**src/rtl/scc_pkg.sv**
```systemverilog
// rtl/scc_pkg.sv - shared constants and types for the SCC register bank
// Purpose: channel count, register-map base offsets, slot type and the
//          slot-advance helper used by the register bank.
// Ports:   none (package).
package scc_pkg;

    localparam int SCC_CH_NUM = 6;

    localparam logic [4:0] SCC_ADR_FREQ   = 5'h00;
    localparam logic [4:0] SCC_ADR_VOL    = 5'h0C;
    localparam logic [4:0] SCC_ADR_ENABLE = 5'h12;

    typedef logic [2:0] scc_slot_t;

    localparam scc_slot_t SCC_SLOT_LAST = 3'(SCC_CH_NUM - 1);

    // Slot sequence wraps 5 -> 0, so the codes 6 and 7 are never produced.
    function automatic scc_slot_t scc_next_slot(input scc_slot_t slot);
        return (slot == SCC_SLOT_LAST) ? 3'd0 : slot + 3'd1;
    endfunction

endpackage

```
**src/rtl/scc_channel_reg.sv**
```systemverilog
// rtl/scc_channel_reg.sv - one channel's frequency, volume and pending-reload flag
// Purpose: holds freq/vol for a single SCC channel and tracks whether the slot
//          engine still has to pick up a new frequency.
// Ports:   clk, reset_n      - clock, async active-low reset
//          wr_lo, wr_hi      - decoded writes to freq low byte / high part
//          wr_vol            - decoded write to the volume register
//          wdata             - bus write data
//          consume           - slot engine has serviced this channel
//          freq, vol         - register contents
//          pending           - frequency changed since last consume
module scc_channel_reg #(
    parameter int bits     = 12,
    parameter int vol_bits = 4
) (
    input  logic                clk,
    input  logic                reset_n,
    input  logic                wr_lo,
    input  logic                wr_hi,
    input  logic                wr_vol,
    input  logic [7:0]          wdata,
    input  logic                consume,
    output logic [bits-1:0]     freq,
    output logic [vol_bits-1:0] vol,
    output logic                pending
);

    always_ff @(posedge clk or negedge reset_n) begin
        if (!reset_n) begin
            freq    <= '0;
            vol     <= '0;
            pending <= 1'b0;
        end else begin
            if (wr_lo) begin
                freq[7:0] <= wdata;
            end
            if (wr_hi) begin
                freq[bits-1:8] <= wdata[bits-9:0];
            end
            if (wr_vol) begin
                vol <= wdata[vol_bits-1:0];
            end
            // A frequency write in the same cycle as consume must survive,
            // otherwise the slot engine would miss the new value.
            if (wr_lo || wr_hi) begin
                pending <= 1'b1;
            end else if (consume) begin
                pending <= 1'b0;
            end
        end
    end

endmodule

```
**src/rtl/scc_register_bank.sv**
```systemverilog
// rtl/scc_register_bank.sv - SCC write-side register bank with slot counter
// Purpose: decodes CPU bus accesses into six channel registers and the
//          channel-enable mask, provides registered read-back, and owns the
//          time-slot counter that hands pending reloads to the slot engine.
// Ports:   clk, reset_n                 - clock, async active-low reset
//          bus_wr, bus_rd               - one-cycle write / read strobes
//          bus_address, bus_wdata       - register offset, write data
//          bus_rdata, bus_rdata_en      - registered read data and valid pulse
//          slot_en                      - advance slot, consume reload flag
//          active, reload               - current slot and its pending reload
//          freq_a..freq_f, vol_a..vol_f - channel 0..5 frequency / volume
//          ch_enable                    - per-channel enable mask
module scc_register_bank
    import scc_pkg::*;
#(
    parameter int bits     = 12,
    parameter int vol_bits = 4
) (
    input  logic                clk,
    input  logic                reset_n,
    input  logic                bus_wr,
    input  logic                bus_rd,
    input  logic [4:0]          bus_address,
    input  logic [7:0]          bus_wdata,
    output logic [7:0]          bus_rdata,
    output logic                bus_rdata_en,
    input  logic                slot_en,
    output logic [2:0]          active,
    output logic                reload,
    output logic [bits-1:0]     freq_a,
    output logic [bits-1:0]     freq_b,
    output logic [bits-1:0]     freq_c,
    output logic [bits-1:0]     freq_d,
    output logic [bits-1:0]     freq_e,
    output logic [bits-1:0]     freq_f,
    output logic [vol_bits-1:0] vol_a,
    output logic [vol_bits-1:0] vol_b,
    output logic [vol_bits-1:0] vol_c,
    output logic [vol_bits-1:0] vol_d,
    output logic [vol_bits-1:0] vol_e,
    output logic [vol_bits-1:0] vol_f,
    output logic [5:0]          ch_enable
);

    logic [SCC_CH_NUM-1:0] wr_lo;
    logic [SCC_CH_NUM-1:0] wr_hi;
    logic [SCC_CH_NUM-1:0] wr_vol;
    logic [SCC_CH_NUM-1:0] consume;
    logic [SCC_CH_NUM-1:0] pending;
    logic [bits-1:0]       freq_arr   [SCC_CH_NUM];
    logic [vol_bits-1:0]   vol_arr    [SCC_CH_NUM];
    logic [7:0]            freq_lo_rd [SCC_CH_NUM];
    logic [7:0]            freq_hi_rd [SCC_CH_NUM];
    logic [7:0]            vol_rd     [SCC_CH_NUM];
    logic [7:0]            rd_value;
    logic [7:0]            pending_ext;
    scc_slot_t             slot;

    always_comb begin
        wr_lo  = '0;
        wr_hi  = '0;
        wr_vol = '0;
        for (int n = 0; n < SCC_CH_NUM; n++) begin
            wr_lo[n]  = bus_wr && (bus_address == SCC_ADR_FREQ + 5'(2 * n));
            wr_hi[n]  = bus_wr && (bus_address == SCC_ADR_FREQ + 5'(2 * n + 1));
            wr_vol[n] = bus_wr && (bus_address == SCC_ADR_VOL + 5'(n));
        end
    end

    for (genvar n = 0; n < SCC_CH_NUM; n++) begin : g_ch
        assign consume[n] = slot_en && (slot == 3'(n));

        scc_channel_reg #(
            .bits     (bits),
            .vol_bits (vol_bits)
        ) u_ch (
            .clk     (clk),
            .reset_n (reset_n),
            .wr_lo   (wr_lo[n]),
            .wr_hi   (wr_hi[n]),
            .wr_vol  (wr_vol[n]),
            .wdata   (bus_wdata),
            .consume (consume[n]),
            .freq    (freq_arr[n]),
            .vol     (vol_arr[n]),
            .pending (pending[n])
        );

        assign freq_lo_rd[n] = freq_arr[n][7:0];
        assign freq_hi_rd[n] = 8'(freq_arr[n][bits-1:8]);
        assign vol_rd[n]     = 8'(vol_arr[n]);
    end

    // Unmapped offsets read as all ones; every mapped offset overrides it.
    always_comb begin
        rd_value = 8'hFF;
        for (int n = 0; n < SCC_CH_NUM; n++) begin
            if (bus_address == SCC_ADR_FREQ + 5'(2 * n)) begin
                rd_value = freq_lo_rd[n];
            end
            if (bus_address == SCC_ADR_FREQ + 5'(2 * n + 1)) begin
                rd_value = freq_hi_rd[n];
            end
            if (bus_address == SCC_ADR_VOL + 5'(n)) begin
                rd_value = vol_rd[n];
            end
        end
        if (bus_address == SCC_ADR_ENABLE) begin
            rd_value = {2'b00, ch_enable};
        end
    end

    // Read data is captured from the current (pre-write) register values, so a
    // same-cycle write to the same offset is not visible until the next read.
    always_ff @(posedge clk or negedge reset_n) begin
        if (!reset_n) begin
            slot         <= '0;
            ch_enable    <= '0;
            bus_rdata    <= '0;
            bus_rdata_en <= 1'b0;
        end else begin
            if (slot_en) begin
                slot <= scc_next_slot(slot);
            end
            if (bus_wr && (bus_address == SCC_ADR_ENABLE)) begin
                ch_enable <= bus_wdata[5:0];
            end
            bus_rdata_en <= bus_rd;
            if (bus_rd) begin
                bus_rdata <= rd_value;
            end
        end
    end

    assign pending_ext = {2'b00, pending};
    assign reload      = pending_ext[slot];
    assign active      = slot;

    assign freq_a = freq_arr[0];
    assign freq_b = freq_arr[1];
    assign freq_c = freq_arr[2];
    assign freq_d = freq_arr[3];
    assign freq_e = freq_arr[4];
    assign freq_f = freq_arr[5];
    assign vol_a  = vol_arr[0];
    assign vol_b  = vol_arr[1];
    assign vol_c  = vol_arr[2];
    assign vol_d  = vol_arr[3];
    assign vol_e  = vol_arr[4];
    assign vol_f  = vol_arr[5];

endmodule
```
**config.mk**
```make
export PLATFORM = sky130hd
export DESIGN_NAME = scc_register_bank
export DESIGN_NICKNAME = d
export VERILOG_FILES = /design/src/rtl/scc_pkg.sv /design/src/rtl/scc_channel_reg.sv /design/src/rtl/scc_register_bank.sv
export SDC_FILE = /design/constraint.sdc
export NUM_CORES = 1
export LEC_CHECK = 0
export BUFFER_PORTS_ARGS = -buffer_cell sky130_fd_sc_hd__buf_2
export CAP_MARGIN = 20
export CORE_ASPECT_RATIO = 0.9
export CORE_MARGIN = 5
export CORE_UTILIZATION = 30
export DETAILED_ROUTE_END_ITERATION = 6
export HOLD_SLACK_MARGIN = 0.06
export MAX_ROUTING_LAYER = met4
export PLACE_DENSITY = 0.54
export SLEW_MARGIN = 20
export SYNTH_ARGS = -nofsm -noshare
export SYNTH_HDL_FRONTEND = slang
export SYNTH_SLANG_ARGS = --single-unit
```
**constraint.sdc**
```tcl
create_clock -name clk -period 2.1 [get_ports clk]
set_clock_uncertainty 0.1 [all_clocks]
set_input_delay 0.105 -clock clk [delete_from_list [all_inputs] [get_ports clk]]
set_output_delay 0.105 -clock clk [all_outputs]
set_load 0.005 [all_outputs]
```
==> flow_summary.html <==
<table>
<tr><th>Metric</th><th>Value</th></tr>
<tr><th colspan="2">Job</th></tr>
<tr><td>Max-capacitance violation count</td><td>0</td></tr>
<tr><th colspan="2">Logic synthesis</th></tr>
<tr><td>Post-synth top area cell</td><td>sky130_fd_sc_hd__dfrtp_1</td></tr>
<tr><td>Prevailing post-synth register cell</td><td>sky130_fd_sc_hd__dfrtp_1</td></tr>
<tr><td>Largest cells by area after synthesis</td><td>sky130_fd_sc_hd__dfrtp_1 (49%), sky130_fd_sc_hd__mux2_2 (20%), sky130_fd_sc_hd__o21ai_0 (1.9%), sky130_fd_sc_hd__nand2_1 (1.8%), sky130_fd_sc_hd__nor2_1 (1.7%)</td></tr>
<tr><td>Combinational family with the most area after synthesis</td><td>multiplexers</td></tr>
<tr><td>Share of the synthesized area in compound gates (AO/OA/AOI/OAI)</td><td>~14%</td></tr>
<tr><td>Share of synthesized flip-flops with an asynchronous set or reset</td><td>100%</td></tr>
<tr><td>Post-synth EDFFs</td><td>0</td></tr>
<tr><td>Synth Area in Adders</td><td>less than 1%</td></tr>
<tr><td>Flip-flop and latch count after synthesis</td><td>120</td></tr>
<tr><td>Share of synthesized area spent on multiplexers</td><td>20.2%</td></tr>
<tr><td>Per-instance average area after synthesis</td><td>between 10 and 15 sq um</td></tr>
<tr><td>Yosys warning count</td><td>0</td></tr>
<tr><td>Yosys cell types</td><td>66</td></tr>
<tr><td>Synthesized-area fraction occupied by and/or/nand/nor cells</td><td>roughly an eighth</td></tr>
<tr><td>Post-Synth XOR/XNOR Area</td><td>0.143%</td></tr>
<tr><td>Area of the mapped netlist</td><td>around 0.006 sq mm</td></tr>
<tr><td>Post-Syn Instances</td><td>around 540</td></tr>
<tr><td>Area share of the largest cell type after synthesis</td><td>approximately half</td></tr>
<tr><td>Fraction of the yosys area taken by sequential cells</td><td>about half</td></tr>
<tr><td>Nets in the synthesized netlist</td><td>562</td></tr>
<tr><th colspan="2">Worst setup path</th></tr>
<tr><td>Reg-to-reg endpoint</td><td>bus_rdata[1]$_DFFE_PN0P_</td></tr>
<tr><td>Maximum fanout count along the critical path</td><td>2</td></tr>
<tr><td>Data required time at the worst endpoint</td><td>1.89 ns</td></tr>
<tr><td>Critical Path End Type</td><td>output pin</td></tr>
<tr><td>Crit path launch type</td><td>flop</td></tr>
<tr><td>Start of the worst register-to-register path</td><td>g_ch[2].u_ch.freq[1]$_DFFE_PN0P_</td></tr>
<tr><td>Number of cells on the worst reg-to-reg path</td><td>5</td></tr>
<tr><td>R2R Setup Slk</td><td>0.06 ns</td></tr>
<tr><td>Data arrival at the endpoint of the critical path</td><td>1.87 ns</td></tr>
<tr><td>Critical path's largest stage delay</td><td>0.46 ns</td></tr>
<tr><td>Critical Path Slowest Stage Cell</td><td>sky130_fd_sc_hd__mux4_2</td></tr>
<tr><td>Worst-path cell chain</td><td>or2_4 &gt; mux4_2 &gt; a32oi_1 &gt; o21ai_1 &gt; buf_2</td></tr>
<tr><td>Critical path class</td><td>flop to output pin</td></tr>
<tr><th colspan="2">Hold path</th></tr>
<tr><td>Cell depth of the worst hold path</td><td>3</td></tr>
<tr><td>Startpoint of the worst hold path</td><td>bus_wdata[3]</td></tr>
<tr><td>Endpoint of the worst hold-timing path</td><td>g_ch[1].u_ch.vol[3]$_DFFE_PN0P_</td></tr>
<tr><td>HP Class</td><td>input pin to flop</td></tr>
<tr><th colspan="2">Outcome</th></tr>
<tr><td>Run status</td><td>complete, no violations</td></tr>
<tr><th colspan="2">Timing</th></tr>
<tr><td>Remaining max-slew budget at the tightest pin</td><td>roughly 49%</td></tr>
<tr><td>Sum of negative setup slack</td><td>0 ns</td></tr>
<tr><td>Unrepaired setup endpoints after global routing</td><td>true</td></tr>
<tr><td>Final worst-path cycle share</td><td>98.7%</td></tr>
<tr><td>Max-slew violation count</td><td>0</td></tr>
<tr><td>WHS</td><td>about 0.085 ns</td></tr>
<tr><td>Total of endpoints with negative setup slack in the final report</td><td>0</td></tr>
<tr><td>Post-route minimum period</td><td>between 2 and 2.5 ns</td></tr>
<tr><td>Worst Max-Slew Pin Slew</td><td>0.752 ns</td></tr>
<tr><td>Fmax</td><td>482 MHz</td></tr>
<tr><td>Number of hold violations in the final report</td><td>0</td></tr>
<tr><th colspan="2">Route</th></tr>
<tr><td>Drt drc</td><td>0</td></tr>
<tr><td>First-pass detailed-route iteration total</td><td>5</td></tr>
<tr><td>ANT nets after route</td><td>0</td></tr>
<tr><td>Via count</td><td>between 5k and 6k</td></tr>
<tr><td>Total length of routed wires</td><td>between 20,000 and 25,000 um</td></tr>
<tr><td>Post-DR wirelength/cell</td><td>22.7 um</td></tr>
<tr><td>Post-DR vias/cell</td><td>5.33</td></tr>
<tr><td>Starting DRC count in detailed routing</td><td>around 450</td></tr>
<tr><th colspan="2">Clock tree</th></tr>
<tr><td>Clock transition at the registers of the reported paths</td><td>about 0.06 ns</td></tr>
<tr><td>CTS max path bufs</td><td>2</td></tr>
<tr><td>Worst skew pair latency</td><td>0.43 ns</td></tr>
<tr><td>Total number of clock tree sinks</td><td>120</td></tr>
<tr><td>TritonCTS buffer count</td><td>17</td></tr>
<tr><td>CTS tree</td><td>yes</td></tr>
<tr><td>Max H-tree Level</td><td>4</td></tr>
<tr><td>Cell at the root of the clock tree</td><td>sky130_fd_sc_hd__clkbuf_16</td></tr>
<tr><th colspan="2">Layout</th></tr>
<tr><td>Final-layout fill cell count</td><td>1,914</td></tr>
<tr><td>Most common cell after layout, fill and taps aside</td><td>sky130_fd_sc_hd__buf_2</td></tr>
<tr><td>Synth-to-layout area growth</td><td>34.2%</td></tr>
<tr><td>Net total in the final layout</td><td>754</td></tr>
<tr><td>Commonest non-fill, non-tap cells in the layout</td><td>sky130_fd_sc_hd__buf_2 (131), sky130_fd_sc_hd__dfrtp_1 (119), sky130_fd_sc_hd__mux2_2 (107)</td></tr>
<tr><td>Diode insertion count for antenna repair</td><td>0</td></tr>
<tr><td>Area of all placed cells without fillers</td><td>about 0.0082 sq mm</td></tr>
<tr><td>Share of final-layout standard cells stronger than drive strength 1</td><td>47.5%</td></tr>
<tr><th colspan="2">GRT</th></tr>
<tr><td>Most crowded layer after global routing</td><td>met2</td></tr>
<tr><td>Total routing usage reported by global routing</td><td>20.0%</td></tr>
<tr><td>Maximum number of pins on one net before global-route repair</td><td>53</td></tr>
<tr><td>Global route overflow</td><td>0</td></tr>
<tr><td>Initial antenna violation count</td><td>0</td></tr>
<tr><td>Wire length of the first global-routing pass</td><td>34,900 um</td></tr>
<tr><td>Vias in the first global route</td><td>5,588</td></tr>
<tr><td>Met3 usage in global routing</td><td>6.06%</td></tr>
<tr><td>GR Layer Usage met2</td><td>between 20 and 30%</td></tr>
<tr><td>Met1 Use GR</td><td>28.0%</td></tr>
<tr><th colspan="2">Floorplan</th></tr>
<tr><td>Area of the placeable core</td><td>0.0200 sq mm</td></tr>
<tr><td>Starting Density</td><td>30.6%</td></tr>
<tr><td>Vert. Die Dim</td><td>146 um</td></tr>
<tr><td>Die ar.</td><td>~0.023 sq mm</td></tr>
<tr><td>Die X-Extent</td><td>around 160 um</td></tr>
<tr><td>IO Pins</td><td>133</td></tr>
<tr><td>Site Rows</td><td>49</td></tr>
<tr><th colspan="2">Power</th></tr>
<tr><td>Power Dens Cells</td><td>959 mW/mm^2</td></tr>
<tr><td>Internal power</td><td>5.41 mW</td></tr>
<tr><td>Share of total power in sequential cells</td><td>41.4%</td></tr>
<tr><td>P_leak</td><td>3.89 nW</td></tr>
<tr><td>Maximum resistive drop on vdd</td><td>0.499 mV</td></tr>
<tr><td>Switching power</td><td>approximately 2.5 mW</td></tr>
<tr><td>Comb power frac</td><td>22.7%</td></tr>
<tr><td>Part of the total power dissipated in the clock network</td><td>36.0%</td></tr>
<tr><td>Sw frac</td><td>31.4%</td></tr>
<tr><th colspan="2">Place</th></tr>
<tr><td>Half-perimeter wire length after placement</td><td>17,100 um</td></tr>
<tr><td>Area post-placement</td><td>~0.0075 sq mm</td></tr>
<tr><td>GPL Wtd Cong</td><td>between 0.8 and 0.9</td></tr>
<tr><td>I/O Buffers</td><td>132</td></tr>
</table>
## power by group through the flow
| stage | Sequential [mW] | Combinational (mW) | Clock, mW |
|---|---|---|---|
| 3_5_place_dp | 3.30 | 1.77 | 0 |
| 2_1_floorplan | 3.18 | 0.866 | 0 |
| 4_1_cts | 3.26 | 1.82 | 2.89 |
| 6_report | 3.26 | 1.79 | 2.84 |
| 5_1_grt | 3.34 | 1.98 | 2.98 |
| 3_3_place_gp | 3.28 | 1.75 | 0 |
## synth_stat cells, types with 5 or more instances
library cell               instances
sky130_fd_sc_hd__a221o_1           5
sky130_fd_sc_hd__a31oi_1           6
sky130_fd_sc_hd__a22oi_1           6
sky130_fd_sc_hd__clkbuf_1         19
sky130_fd_sc_hd__a21oi_1           8
sky130_fd_sc_hd__o22ai_1           7
sky130_fd_sc_hd__nand2_1          29
sky130_fd_sc_hd__nand4_1           5
sky130_fd_sc_hd__o21ai_0          23
sky130_fd_sc_hd__a211oi_1          8
sky130_fd_sc_hd__nand3_1          12
sky130_fd_sc_hd__nand2b_1         10
sky130_fd_sc_hd__a221oi_1          5
sky130_fd_sc_hd__buf_2            13
sky130_fd_sc_hd__or3_1             5
sky130_fd_sc_hd__dfrtp_1         120
sky130_fd_sc_hd__nor3b_1           5
sky130_fd_sc_hd__and2_1            5
sky130_fd_sc_hd__inv_1            14
sky130_fd_sc_hd__nor2b_1          10
sky130_fd_sc_hd__mux2_2          107
sky130_fd_sc_hd__nor2_1           27
sky130_fd_sc_hd__nor3_1           12
## worst max-delay path by stage
stage,start,endpoint,slack [ns],depth (start not counted)
2_1_floorplan,bus_address[2],bus_rdata[1]$_DFFE_PN0P_,0.22,7
3_3_place_gp,bus_address[3],bus_rdata[2]$_DFFE_PN0P_,-0.44,8
3_5_place_dp,bus_address[3],bus_rdata[2]$_DFFE_PN0P_,-0.43,8
4_1_cts,active[2]$_DFFE_PN0P_,reload,-0.02,5
5_1_grt,active[2]$_DFFE_PN0P_,reload,-0.03,5
6_report,active[2]$_DFFE_PN0P_,reload,0.03,5
## worst max-delay path, delay by kind of cell (launching register included)
| kind | cells | cell delay, ns |
|---|---|---|
| compound gates | 2 | 0.24 |
| buf+inv | 1 | 0.13 |
| flops | 1 | 0.38 |
| mux | 1 | 0.46 |
| simple gates | 1 | 0.24 |
## stage by stage
step / util (%) / power (mW) / std cells / setup WS (ns)
after global placement: 37.5 / 5.03 / 960 / -0.441
after global routing: 41.0 / 8.30 / 1003 / -0.0252
final: 41.0 / 7.89 / 1003 / 0.0272
after floorplan: - / 4.05 / 543 / 0.221
after detailed placement: 37.5 / 5.07 / 960 / -0.426
after CTS: 41.0 / 7.97 / 1002 / -0.0205
## flip-flops by register name, indices dropped and copies added (netlist names)
signal and count:
active 3, g_ch.u_ch.pending 6, g_ch.u_ch.vol 24, ch_enable 6
bus_rdata 8, g_ch.u_ch.freq 72, bus_rdata_en 1
## per-layer routing
layer	vias to the layer above	part of all wire, %
li1	2421	-
met2	191	44
met4	0	0.80
met5	-	0
met3	13	7.2
met1	2720	48
## area by class of cell
type / instances / area [sq um] / share of cell area (%)
Sequential cell: 120 / 3000 / 36.5
Inverter: 14 / 52.6 / 0.639
Clock buffer: 17 / 425 / 5.17
Tap cell: 255 / 319 / 3.88
Clock inverter: 15 / 144 / 1.75
Timing Repair Buffer: 212 / 1360 / 16.6
Multi-Input combinational cell: 370 / 2920 / 35.5
## what timing repair did
item / CTS / global route
endpoints found under the setup margin: 3 / 2
hold buffers: 10 / 0
buffers inserted: 0 / 1
endpoints found under the hold margin: 141 / 0
gates resized for setup: 6 / 1
pin swaps: 3 / 3
## logic make-up after synthesis
family,count (synthesis)
simple gates,146
flops,120
compound gates,113
mux,109
buf+inv,53
xor+xnor,1
fa+ha+maj,1
(Power assumes the default switching activity.)
